<file path="config.mk">
export PLATFORM = sky130hd
export DESIGN_NAME = bist_response_analyzer_flat
export DESIGN_NICKNAME = d
export VERILOG_FILES = /design/src/rtl/bist_response_analyzer_pkg.sv /design/src/rtl/bist_response_analyzer_if.sv /design/src/rtl/bist_response_analyzer_misr.sv /design/src/rtl/bist_response_analyzer.sv /design/src/flat_wrapper.sv
export SDC_FILE = /design/constraint.sdc
export NUM_CORES = 1
export LEC_CHECK = 0
export ABC_AREA = 0
export ABC_CLOCK_PERIOD_IN_PS = 4950
export BUFFER_PORTS_ARGS = -buffer_cell sky130_fd_sc_hd__buf_2
export CORE_MARGIN = 2
export CORE_UTILIZATION = 55
export CTS_CLUSTER_DIAMETER = 30
export CTS_CLUSTER_SIZE = 24
export DETAILED_ROUTE_END_ITERATION = 7
export PLACE_DENSITY = 0.78
export SLEW_MARGIN = 20
export SYNTH_ARGS = -nofsm -noshare
export SYNTH_HDL_FRONTEND = slang
export SYNTH_SLANG_ARGS = --single-unit
</file>
<file path="constraint.sdc">
create_clock -name refclk -period 4.95 [get_ports refclk]
set_input_delay 0.99 -clock refclk [delete_from_list [all_inputs] [get_ports refclk]]
set_output_delay 0.99 -clock refclk [all_outputs]
set_load 0.1 [all_outputs]
</file>
<file path="src/rtl/bist_response_analyzer_pkg.sv">
// rtl/bist_response_analyzer_pkg.sv - shared state type and default parameters for the BIST response analyzer
package bist_pkg;

  localparam int                    BIST_WIDTH = 5;
  localparam int                    BIST_CNT_W = 8;
  localparam logic [BIST_WIDTH-1:0] BIST_POLY  = 5'b00101;
  localparam logic [BIST_WIDTH-1:0] BIST_SEED  = 5'b00000;

  typedef enum logic [1:0] {
    IDLE,
    CAPTURE,
    COMPARE,
    DONE
  } bist_state_e;

endpackage

</file>
<file path="src/rtl/bist_response_analyzer_if.sv">
// rtl/bist_response_analyzer_if.sv - control, response and status signals between BIST controller and analyzer
interface bist_response_analyzer_if
  import bist_pkg::*;
#(
  parameter int WIDTH = BIST_WIDTH,
  parameter int CNT_W = BIST_CNT_W
);

  logic             start;
  logic [CNT_W-1:0] pattern_count;
  logic [WIDTH-1:0] golden_sig;
  logic             resp_valid;
  logic [WIDTH-1:0] resp_data;
  logic             busy;
  logic             done;
  logic             pass;
  logic [WIDTH-1:0] signature;

  modport master (
    output start, pattern_count, golden_sig, resp_valid, resp_data,
    input  busy, done, pass, signature
  );

  modport slave (
    input  start, pattern_count, golden_sig, resp_valid, resp_data,
    output busy, done, pass, signature
  );

endinterface

</file>
<file path="src/rtl/bist_response_analyzer_misr.sv">
// rtl/bist_response_analyzer_misr.sv - multiple-input signature register with synchronous clear to seed
module misr_reg #(
  parameter int               WIDTH = 5,
  parameter logic [WIDTH-1:0] POLY  = 5'b00101,
  parameter logic [WIDTH-1:0] SEED  = 5'b00000
) (
  input  logic             clk,
  input  logic             rst_n,
  input  logic             clear,
  input  logic             enable,
  input  logic [WIDTH-1:0] data,
  output logic [WIDTH-1:0] sig
);

  logic [WIDTH-1:0] feedback;

  assign feedback = sig[WIDTH-1] ? POLY : '0;

  always_ff @(posedge clk or negedge rst_n) begin
    if (!rst_n) begin
      sig <= SEED;
    end else if (clear) begin
      sig <= SEED;
    end else if (enable) begin
      sig <= {sig[WIDTH-2:0], 1'b0} ^ feedback ^ data;
    end
  end

endmodule

</file>
<file path="src/rtl/bist_response_analyzer.sv">
// rtl/bist_response_analyzer.sv - compacts response beats into a MISR signature and checks it against a golden value
module bist_response_analyzer
  import bist_pkg::*;
#(
  parameter int               WIDTH = BIST_WIDTH,
  parameter int               CNT_W = BIST_CNT_W,
  parameter logic [WIDTH-1:0] POLY  = BIST_POLY,
  parameter logic [WIDTH-1:0] SEED  = BIST_SEED
) (
  input logic                     refclk,
  input logic                     reset,
  bist_response_analyzer_if.slave bus
);

  bist_state_e      state_q, state_d;
  logic [CNT_W-1:0] cnt_q;
  logic [CNT_W-1:0] cnt_inc;
  logic [CNT_W-1:0] count_q;
  logic [WIDTH-1:0] golden_q;
  logic             pass_q;
  logic             start_ok;
  logic             beat_ok;

  assign cnt_inc = cnt_q + 1'b1;

  always_ff @(posedge refclk or negedge reset) begin
    if (!reset) begin
      state_q <= IDLE;
    end else begin
      state_q <= state_d;
    end
  end

  always_comb begin
    state_d  = state_q;
    start_ok = 1'b0;
    beat_ok  = 1'b0;
    case (state_q)
      IDLE, DONE: begin
        // start takes priority over a coincident beat; that beat is dropped
        if (bus.start) begin
          start_ok = 1'b1;
          state_d  = (bus.pattern_count == '0) ? COMPARE : CAPTURE;
        end
      end
      CAPTURE: begin
        if (bus.resp_valid) begin
          beat_ok = 1'b1;
          if (cnt_inc == count_q) begin
            state_d = COMPARE;
          end
        end
      end
      COMPARE: state_d = DONE;
      default: state_d = IDLE;
    endcase
  end

  always_ff @(posedge refclk or negedge reset) begin
    if (!reset) begin
      cnt_q    <= '0;
      count_q  <= '0;
      golden_q <= '0;
      pass_q   <= 1'b0;
    end else if (start_ok) begin
      cnt_q    <= '0;
      count_q  <= bus.pattern_count;
      golden_q <= bus.golden_sig;
      pass_q   <= 1'b0;
    end else begin
      if (beat_ok) begin
        cnt_q <= cnt_inc;
      end
      if (state_q == COMPARE) begin
        pass_q <= (bus.signature == golden_q);
      end
    end
  end

  misr_reg #(
    .WIDTH (WIDTH),
    .POLY  (POLY),
    .SEED  (SEED)
  ) u_misr (
    .clk    (refclk),
    .rst_n  (reset),
    .clear  (start_ok),
    .enable (beat_ok),
    .data   (bus.resp_data),
    .sig    (bus.signature)
  );

  assign bus.busy = (state_q == CAPTURE) || (state_q == COMPARE);
  assign bus.done = (state_q == DONE);
  assign bus.pass = pass_q;

endmodule

</file>
<file path="src/flat_wrapper.sv">
// flat-port wrapper written by rule: the top's interface ports become plain ports
module bist_response_analyzer_flat import bist_pkg::*;
#(
  parameter int               WIDTH = BIST_WIDTH,
  parameter int               CNT_W = BIST_CNT_W,
  parameter logic [WIDTH-1:0] POLY  = BIST_POLY,
  parameter logic [WIDTH-1:0] SEED  = BIST_SEED
)
  (refclk, reset, bus_start, bus_pattern_count, bus_golden_sig, bus_resp_valid, bus_resp_data, bus_busy, bus_done, bus_pass, bus_signature);
  bist_response_analyzer_if #(.WIDTH(WIDTH), .CNT_W(CNT_W)) bus_i ();
  input logic refclk;
  input logic reset;
  input wire logic [$bits(bus_i.start)-1:0] bus_start;
  input wire logic [$bits(bus_i.pattern_count)-1:0] bus_pattern_count;
  input wire logic [$bits(bus_i.golden_sig)-1:0] bus_golden_sig;
  input wire logic [$bits(bus_i.resp_valid)-1:0] bus_resp_valid;
  input wire logic [$bits(bus_i.resp_data)-1:0] bus_resp_data;
  output wire logic [$bits(bus_i.busy)-1:0] bus_busy;
  output wire logic [$bits(bus_i.done)-1:0] bus_done;
  output wire logic [$bits(bus_i.pass)-1:0] bus_pass;
  output wire logic [$bits(bus_i.signature)-1:0] bus_signature;
  assign bus_i.start = bus_start;
  assign bus_i.pattern_count = bus_pattern_count;
  assign bus_i.golden_sig = bus_golden_sig;
  assign bus_i.resp_valid = bus_resp_valid;
  assign bus_i.resp_data = bus_resp_data;
  assign bus_busy = bus_i.busy;
  assign bus_done = bus_i.done;
  assign bus_pass = bus_i.pass;
  assign bus_signature = bus_i.signature;
  bist_response_analyzer #(.WIDTH(WIDTH), .CNT_W(CNT_W), .POLY(POLY), .SEED(SEED)) u_core (.refclk(refclk), .reset(reset), .bus(bus_i));
endmodule
</file>
Word-level counts from Yosys, hierarchy flattened
Index checks and enable logic that the tools add are counted.
{"block": "word_totals", "memories": 0, "mem_bits_rw": 0, "latch_bits": 0, "register_bits": 29, "output_inout_bits": 8, "elab_cells": 40, "rom_bits": 0, "inputBits": 22}
{"block": "op_classes", "muxes": 16, "n_div": 0, "n_mul": 0, "shift": 0, "n_reduce_logical": 7, "n_eq_ne": 8, "magnitude_cmp": 0, "bitwise": 2, "addsub": 1}
{"operator": "$mux W8", "n": 2}
{"operator": "$mux W5", "n": 2}
{"operator": "$xor A5 B5 Y5", "n": 2}
{"operator": "$add A8 B1 Y8 const B", "n": 1}
{"operator": "$eq A8 B8 Y1", "n": 1}
{"operator": "$logic_not A8 Y1", "n": 1}
{"operator": "$mux W2", "n": 4}
{"operator": "$mux W1", "n": 6}
{"operator": "$pmux W2 S3", "n": 1}
{"operator": "$eq A5 B5 Y1", "n": 1}
{"operator": "$eq A2 B2 Y1 const B", "n": 2}
{"operator": "$ne A2 B2 Y1 const B", "n": 2}
{"operator": "$reduce_bool A2 Y1", "n": 2}
{"operator": "$mux W3", "n": 1}
{"operator": "$reduce_and A3 Y1", "n": 1}
{"operator": "$eq A2 B1 Y1 const B", "n": 1}
{"operator": "$logic_not A2 Y1", "n": 1}
{"operator": "$ne A2 B1 Y1 const B", "n": 1}
{"operator": "$reduce_or A2 Y1", "n": 1}
{"operator": "$logic_or A1 B1 Y1", "n": 1}

Logic depth before layout (Yosys ltp)
Gate-level depths: netlist of run 1.
{"block": "depth", "word_depth": 5, "depth_mapped": 7, "depth_no_buf": 7}

Cells and area by module
A second synthesis of run 1 with hierarchy kept.
{"block": "hier_totals", "hier_cells": 174, "area_unflattened_um2": 1599.0}
{"mod": "bist_response_analyzer", "cells_each": 153, "seq_area_each_um2": 600.6, "instances": 1, "area_per_inst_um2": 1351.3}
{"mod": "misr_reg", "cells_each": 21, "seq_area_each_um2": 125.1, "instances": 1, "area_per_inst_um2": 247.7}

Least setup slack after synthesis of run 1
Ideal clock, no wire load.
{"block": "synth_path", "path_type": "register to output", "from": "register u_core.state_q[0]", "to": "output bus_busy", "required_time_ns": 3.960, "t_arrival_ns": 1.409, "path_buffers": 0, "path_stages_with_launch": 4, "slack_ns": 2.551, "cell_sequence": "dfrtp_1 > inv_1 > ha_1 > inv_1"}
{"block": "synth_via", "elab_chain_cells": 2, "elab_cells_between_ends": 3, "classes_between": "2 x eq/ne; 1 x reduce/logical"}
{"element": "from (decl)", "line": "bist_response_analyzer.sv:15", "text": "bist_state_e state_q, state_d;"}
{"element": "from (signal assigned)", "line": "bist_response_analyzer.sv:30", "text": "state_q <= state_d;"}
{"element": "$eq A2 B1 Y1 / $eq A2 B2 Y1 (equally long branches)", "line": "bist_response_analyzer.sv:93", "text": "assign bus.busy = (state_q == CAPTURE) || (state_q == COMPARE);"}
{"element": "$logic_or A1 B1 Y1 (*)", "line": "bist_response_analyzer.sv:93"}
{"element": "to (decl)", "line": "flat_wrapper.sv:18", "text": "output wire logic [$bits(bus_i.busy)-1:0] bus_busy;"}
Every way passes the cells marked *; elsewhere a longest branch is shown, timed or not.

Worst setup path after layout of run 1
Same ends and word-level chain as after synthesis.

==> reports/qor.txt, run 1 <==
pin count of the biggest net entering global routing = 30
Final Cycle Share = 55.5%
Cell Chain, Critical Path = inv_1, ha_1, inv_1, buf_2
post-layout minimum cycle time = 2.75 ns
total core area = 0.00276 sq mm
postcts setup bufs = 0
Async SR Flop Fraction = 100%
port buffer count = 29
Skew-Pair Late Insertion Delay = 0.34 ns
placed cells = 237
Placer Congestion = 0.799
H-tree Lvls = 2
register bit total from synthesis = 29
switching share of power = 52.8%
r2r startpoint = u_core.cnt_q[0]
drt first pass iters = 4
Num CTS Buffers = 5
top cells by area, synth = dfrtp_1, nand2_1, xnor2_1
post-route ant nets = 0
FF-to-FF End = u_core.state_q[1]
Layout Skew = 0.0178 ns
Ports = 30
arrival time worst endpoint = 1.76 ns
Reg2Reg Setup Slack = 2.78 ns
Syn Area/Cell = 8.85 sq um
CTS sink count = 29
hpwl dp = 2400 um
Die Wd = 58.1 um
Max stage delay on crit path = 0.44 ns
clock buffer depth = 2
clock-pin slew on the worst setup and hold paths = 0.10 ns
critical path capture point type = output port
RSZ-0062 raised after global routing = false
Fillers = 237
total wire length = 3280 um
critical path's slowest cell = dfrtp_1
CP required = 3.96 ns
Peak VDD IR = 0.798 mV
internal power = 0.593 mW
synth-to-layout area growth = 13.7%
Synth cell types = 30
clock power share = 11.8%
CTS tree = built
sw power = 0.664 mW
hold_buf cts = 0
area leader, netlist = dfrtp_1
Hold Fails Final Rpt = 0
Antenna Cells = 0
startpoint types = flip-flop
num rows = 19
Residual DRC = 0
R2R cell count = 6
Tightest Hold Check Type = flip-flop to flip-flop
Synth Instances = 182
leakage power = 0.863 nW
die height = 58.1 um
Max Freq = 364 MHz
initial antenna violation count = 0
CTS resizes = 0
sequential-to-total area share from yosys stat = 45.1%
CTS Root Cell = clkbuf_4
Synth Net Count = 208
crit path launch = u_core.state_q[0]
Post-synth EDFFs = 0
CP dominant cell by count = inv_1
Max Slew Vio Count = 0
Power Density = 687 mW/mm^2
Crit Path Max Fanout = 7
Comb power frac = 55.5%
vias in the first global route = 1,286
CP Class = flip-flop to output port
Yosys warnings = 0
Die ar. = 0.00338 sq mm
routed len/inst = 13.4 um
drt first-iter violations = 66
GRT Residual Overflow = 0
Tightest Pin Transition = 0.938 ns
Initial Utilization = 58.4%
Flop pwr share = 32.7%
vias = 1,345
Non-Filler Instances = 244
final core occ = 66.4%
Final setup viols = 0
Hold WS = 0.501 ns
global-route wire length before repair = 5760 um
Mapped Area = 0.00161 sq mm
Yosys top cell area share = 45.1%
max_slew headroom = 37.5%
setup TNS = 0 ns
GRT Resource Usage Total = 22.7%
Max-cap violations = 0
NumNets Final = 239
status = complete, no violations
vias per std cell = 5.51
share of cells above drive strength 1 = 19.7%
CP endpoint = bus_busy
Synth Flop Type = dfrtp_1
==> Yosys cell counts, types with 2 or more instances <==
cell type,number
or3_1,5
nand3_2,2
inv_1,4
o211ai_1,2
dfrtp_1,29
and2_1,2
nand3b_1,2
nand3_1,2
ha_1,4
nor3_1,3
nor2_1,13
o21ai_0,6
xor2_1,8
nand4_1,3
a22oi_1,2
a211oi_1,4
a21oi_1,7
or4_1,2
nand2_1,52
xnor2_1,16
clkbuf_1,5
==> layer usage <==
| metal | up-vias | part of all wire, % | wire length [um] | track usage, % |
|---|---|---|---|---|
| met4 | 0 | 1.8 | 59 | 9.63 |
| met1 | 620 | 44 | 1450 | 30.1 |
| met2 | 43 | 48 | 1560 | 34.4 |
| met3 | 8 | 6.3 | 206 | 7.14 |
| met5 | - | 0 | 0 | 0 |
| li1 | 674 | - | - | - |
==> state kept, by name (all words and copies together) (netlist names) <==
signal	cells
u_core.state_q	2
u_core.cnt_q	8
u_core.bus.pass	1
u_core.count_q	8
u_core.golden_q	5
u_core.u_misr.sig	5
==> power groups by stage <==
stage / clock (mW) / combinational [mW] / sequential (mW)
global placement: 0 / 0.682 / 0.411
CTS: 0.149 / 0.703 / 0.411
floorplan: 0 / 0.437 / 0.552
detailed placement: 0 / 0.702 / 0.416
finish: 0.148 / 0.698 / 0.411
global route: 0.161 / 0.763 / 0.425
==> through the flow <==
stage	total power [mW]	cell area (sq um)	setup WS [ns]
2_1_floorplan	0.990	1610	2.55
3_3_place_gp	1.09	1780	2.60
3_5_place_dp	1.12	1780	2.52
4_1_cts	1.26	1830	2.21
5_1_grt	1.35	1830	2.10
6_report	1.26	1830	2.20
==> kinds of logic (layout without fill, tap and decap cells) <==
kind of cell / after synthesis / in the layout / synth area share, %
adders and majority gates: 4 / 4 / 3.11
muxes: 2 / 2 / 1.40
and+or+nand+nor: 89 / 89 / 25.3
AOI/OAI and AO/OA: 25 / 25 / 9.95
xor gates and xnor gates: 24 / 24 / 13.1
DFF: 29 / 29 / 45.1
buffers and inverters: 9 / 40 / 2.10
==> worst max-delay path, delay by kind of cell, from the launching register on <==
kind                       cells  cell delay, ns
DFF                            1            0.44
buffers and inverters          3            0.59
adders and majority gates      1            0.38
==> how the worst min path moves through the flow <==
stage | start | endpoint | cells past startpoint
floorplan | u_core.count_q[0] | u_core.count_q[0] | 2
global placement | u_core.count_q[3] | u_core.count_q[3] | 2
detailed placement | u_core.count_q[3] | u_core.count_q[3] | 2
CTS | u_core.count_q[3] | u_core.count_q[3] | 2
global route | u_core.golden_q[2] | u_core.golden_q[2] | 2
finish | u_core.count_q[3] | u_core.count_q[3] | 2
==> cell type report <==
class	instances	area, sq um	area share (%)
clock buffer	7	55.1	3.01
inverter	4	15.0	0.820
multi-input combinational	144	851	46.5
sequential	29	726	39.6
tap	31	38.8	2.12
timing repair buffer	29	145	7.93
==> cell usage in the layout (no fill, tap or decap), types with 2 or more instances in the layout <==
cell type,count
buf_2,29
ha_1,4
nand2_1,52
or4_1,2
a22oi_1,2
xnor2_1,16
dfrtp_1,29
o211ai_1,2
nand3_1,2
nand3_2,2
xor2_1,8
o21ai_0,6
nor3_1,3
nand4_1,3
clkbuf_4,5
nor2_1,13
or3_1,5
inv_1,4
nand3b_1,2
a211oi_1,4
a21oi_1,7
and2_1,2
(Power assumes the default switching activity.)
==> run 2, diff against run 1 <==
--- a/config.mk
+++ b/config.mk
@@ -6,14 +6,14 @@
 export NUM_CORES = 1
 export LEC_CHECK = 0
 export ABC_AREA = 0
-export ABC_CLOCK_PERIOD_IN_PS = 4950
+export ABC_CLOCK_PERIOD_IN_PS = 2400
 export BUFFER_PORTS_ARGS = -buffer_cell sky130_fd_sc_hd__buf_2
 export CORE_MARGIN = 2
-export CORE_UTILIZATION = 55
+export CORE_UTILIZATION = 49
 export CTS_CLUSTER_DIAMETER = 30
 export CTS_CLUSTER_SIZE = 24
 export DETAILED_ROUTE_END_ITERATION = 7
-export PLACE_DENSITY = 0.78
+export PLACE_DENSITY = 0.74
 export SLEW_MARGIN = 20
 export SYNTH_ARGS = -nofsm -noshare
 export SYNTH_HDL_FRONTEND = slang
==> constraint.sdc (replaced) <==
create_clock -name refclk -period 2.4 [get_ports refclk]
set_input_delay 0.48 -clock refclk [delete_from_list [all_inputs] [get_ports refclk]]
set_output_delay 0.48 -clock refclk [all_outputs]
set_load 0.1 [all_outputs]
==> reports/qor.txt, run 2 (synthesis gave the netlist of run 1 again) <==
Metal-1 WL = 1550 um
initial antenna violation count = 0
total power = 2.73 mW
Final Cycle Share = 90.3%
final instance area = 0.00189 sq mm
RSZ-0062 raised after global routing = false
GRT Residual Overflow = 0
Cell Chain, Critical Path = inv_1, ha_1, inv_1, buf_2
Placed Area = 0.00181 sq mm
pin count of the biggest net entering global routing = 30
Residual DRC = 0
FF-to-FF End = u_core.state_q[1]
startpoint types = flip-flop
most common cell after layout, fill and taps aside = nand2_1
Fillers = 281
NumNets Final = 241
max_slew headroom = 58.8%
arrival time worst endpoint = 1.69 ns
post-route ant nets = 0
Reg2Reg Setup Slack = 0.23 ns
Layout Skew = 0.0131 ns
hold_buf cts = 0
commonest cells after routing, fill and taps aside = nand2_1, buf_2, dfrtp_1
Ports = 30
Peak VDD IR = 0.596 mV
Max stage delay on crit path = 0.42 ns
global-route wire length before repair = 5490 um
critical path capture point type = output port
Antenna Cells = 0
Max Used Layer = met3
total wire length = 3290 um
clock-pin slew on the worst setup and hold paths = 0.09 ns
post-layout minimum cycle time = 2.17 ns
Final setup viols = 0
total core area = 0.00308 sq mm
Crit Path Max Fanout = 7
routed len/inst = 12.7 um
Hold Fails Final Rpt = 0
clock buffer depth = 2
R2R cell count = 6
postcts setup bufs = 0
CTS resizes = 0
Max Slew Vio Count = 0
hpwl dp = 2520 um
Die Wd = 61.3 um
synth-to-layout area growth = 17.5%
Max-cap violations = 0
met3 WL = 175 um
Max Freq = 462 MHz
Tightest Pin Transition = 0.618 ns
drt first-iter violations = 63
H-tree Lvls = 2
Num CTS Buffers = 5
drt first pass iters = 4
setup TNS = 0 ns
vias = 1,352
CP required = 1.92 ns
critical path's slowest cell = buf_2
CTS Root Cell = clkbuf_4
Placer Congestion = 0.840
vias in the first global route = 1,276
die height = 61.3 um
Top Registers = u_core.cnt_q (8), u_core.count_q (8)
crit path launch = u_core.state_q[0]
CTS sink count = 29
CP Class = flip-flop to output port
worst setup margin = 0.233 ns
Power Density = 1440 mW/mm^2
num rows = 20
pre-CTS setup slack = 0.268 ns
Skew-Pair Late Insertion Delay = 0.32 ns
Initial Utilization = 52.3%
met2 WL = 1570 um
Die ar. = 0.00376 sq mm
Tightest Hold Check Type = primary input to async pin
leakage power = 0.887 nW
port buffer count = 29
CP endpoint = bus_busy
CTS tree = built
CP dominant cell by count = inv_1
GRT Resource Usage Total = 20.3%
vias per std cell = 5.20
status = complete, no violations
r2r startpoint = u_core.cnt_q[0]
share of cells above drive strength 1 = 20.8%
## run 2: changes by cell type in the layout (fill, tap and decap cells not counted)
| cell | previous run | this run |
|---|---|---|
| buf_4 | 0 | 2 |
| bufinv_16 | 0 | 1 |
## run 2: worst max-delay path: cells and delay by family, from the launching register on
kind	cells	cell delay [ns]
adder cells (fa/ha/maj)	1	0.37
buffers and inverters	3	0.59
flip-flops	1	0.41
## run 2: through the flow
stage / util (%) / cells / hold WS [ns]
floorplan: - / 182 / 0.184
global placement: 58.7 / 252 / 0.483
detailed placement: 58.7 / 252 / 0.486
CTS: 61.5 / 260 / 0.170
global route: 61.5 / 260 / 0.198
finish: 61.5 / 260 / 0.164
## run 2: worst min path at each step
| stage | slack, ns | startpoint | cells after the start | to |
|---|---|---|---|---|
| 2_1_floorplan | 0.18 | reset | 0 | u_core.bus.pass |
| 3_3_place_gp | 0.48 | u_core.count_q[3] | 2 | u_core.count_q[3] |
| 3_5_place_dp | 0.49 | u_core.golden_q[0] | 2 | u_core.golden_q[0] |
| 4_1_cts | 0.17 | reset | 1 | u_core.bus.pass |
| 5_1_grt | 0.20 | reset | 1 | u_core.cnt_q[2] |
| 6_report | 0.16 | reset | 1 | u_core.cnt_q[3] |
## run 2: per-layer routing
| metal | up-vias | track usage [%] |
|---|---|---|
| met2 | 49 | 31.0 |
| met1 | 625 | 27.1 |
| li1 | 678 | - |
| met3 | 0 | 5.46 |
| met5 | - | 0 |
| met4 | 0 | 9.01 |
## run 2: layout make-up
| type | count | area (sq um) | area share [%] |
|---|---|---|---|
| repair buffers | 31 | 160 | 8.47 |
| multi-input cells | 144 | 851 | 45.0 |
| flip-flops and latches | 29 | 726 | 38.4 |
| clock inverters | 1 | 30.0 | 1.59 |
| clock buffers | 7 | 55.1 | 2.91 |
| well taps | 44 | 55.1 | 2.91 |
| inverters | 4 | 15.0 | 0.794 |
## run 2: power by group
| part | switching [mW] | internal [mW] | leakage, nW |
|---|---|---|---|
| Sequential | 0.181 | 0.669 | 0.374 |
| Combinational | 1.04 | 0.436 | 0.467 |
| Clock | 0.162 | 0.249 | 0.0455 |
| Total | 1.38 | 1.35 | 0.887 |
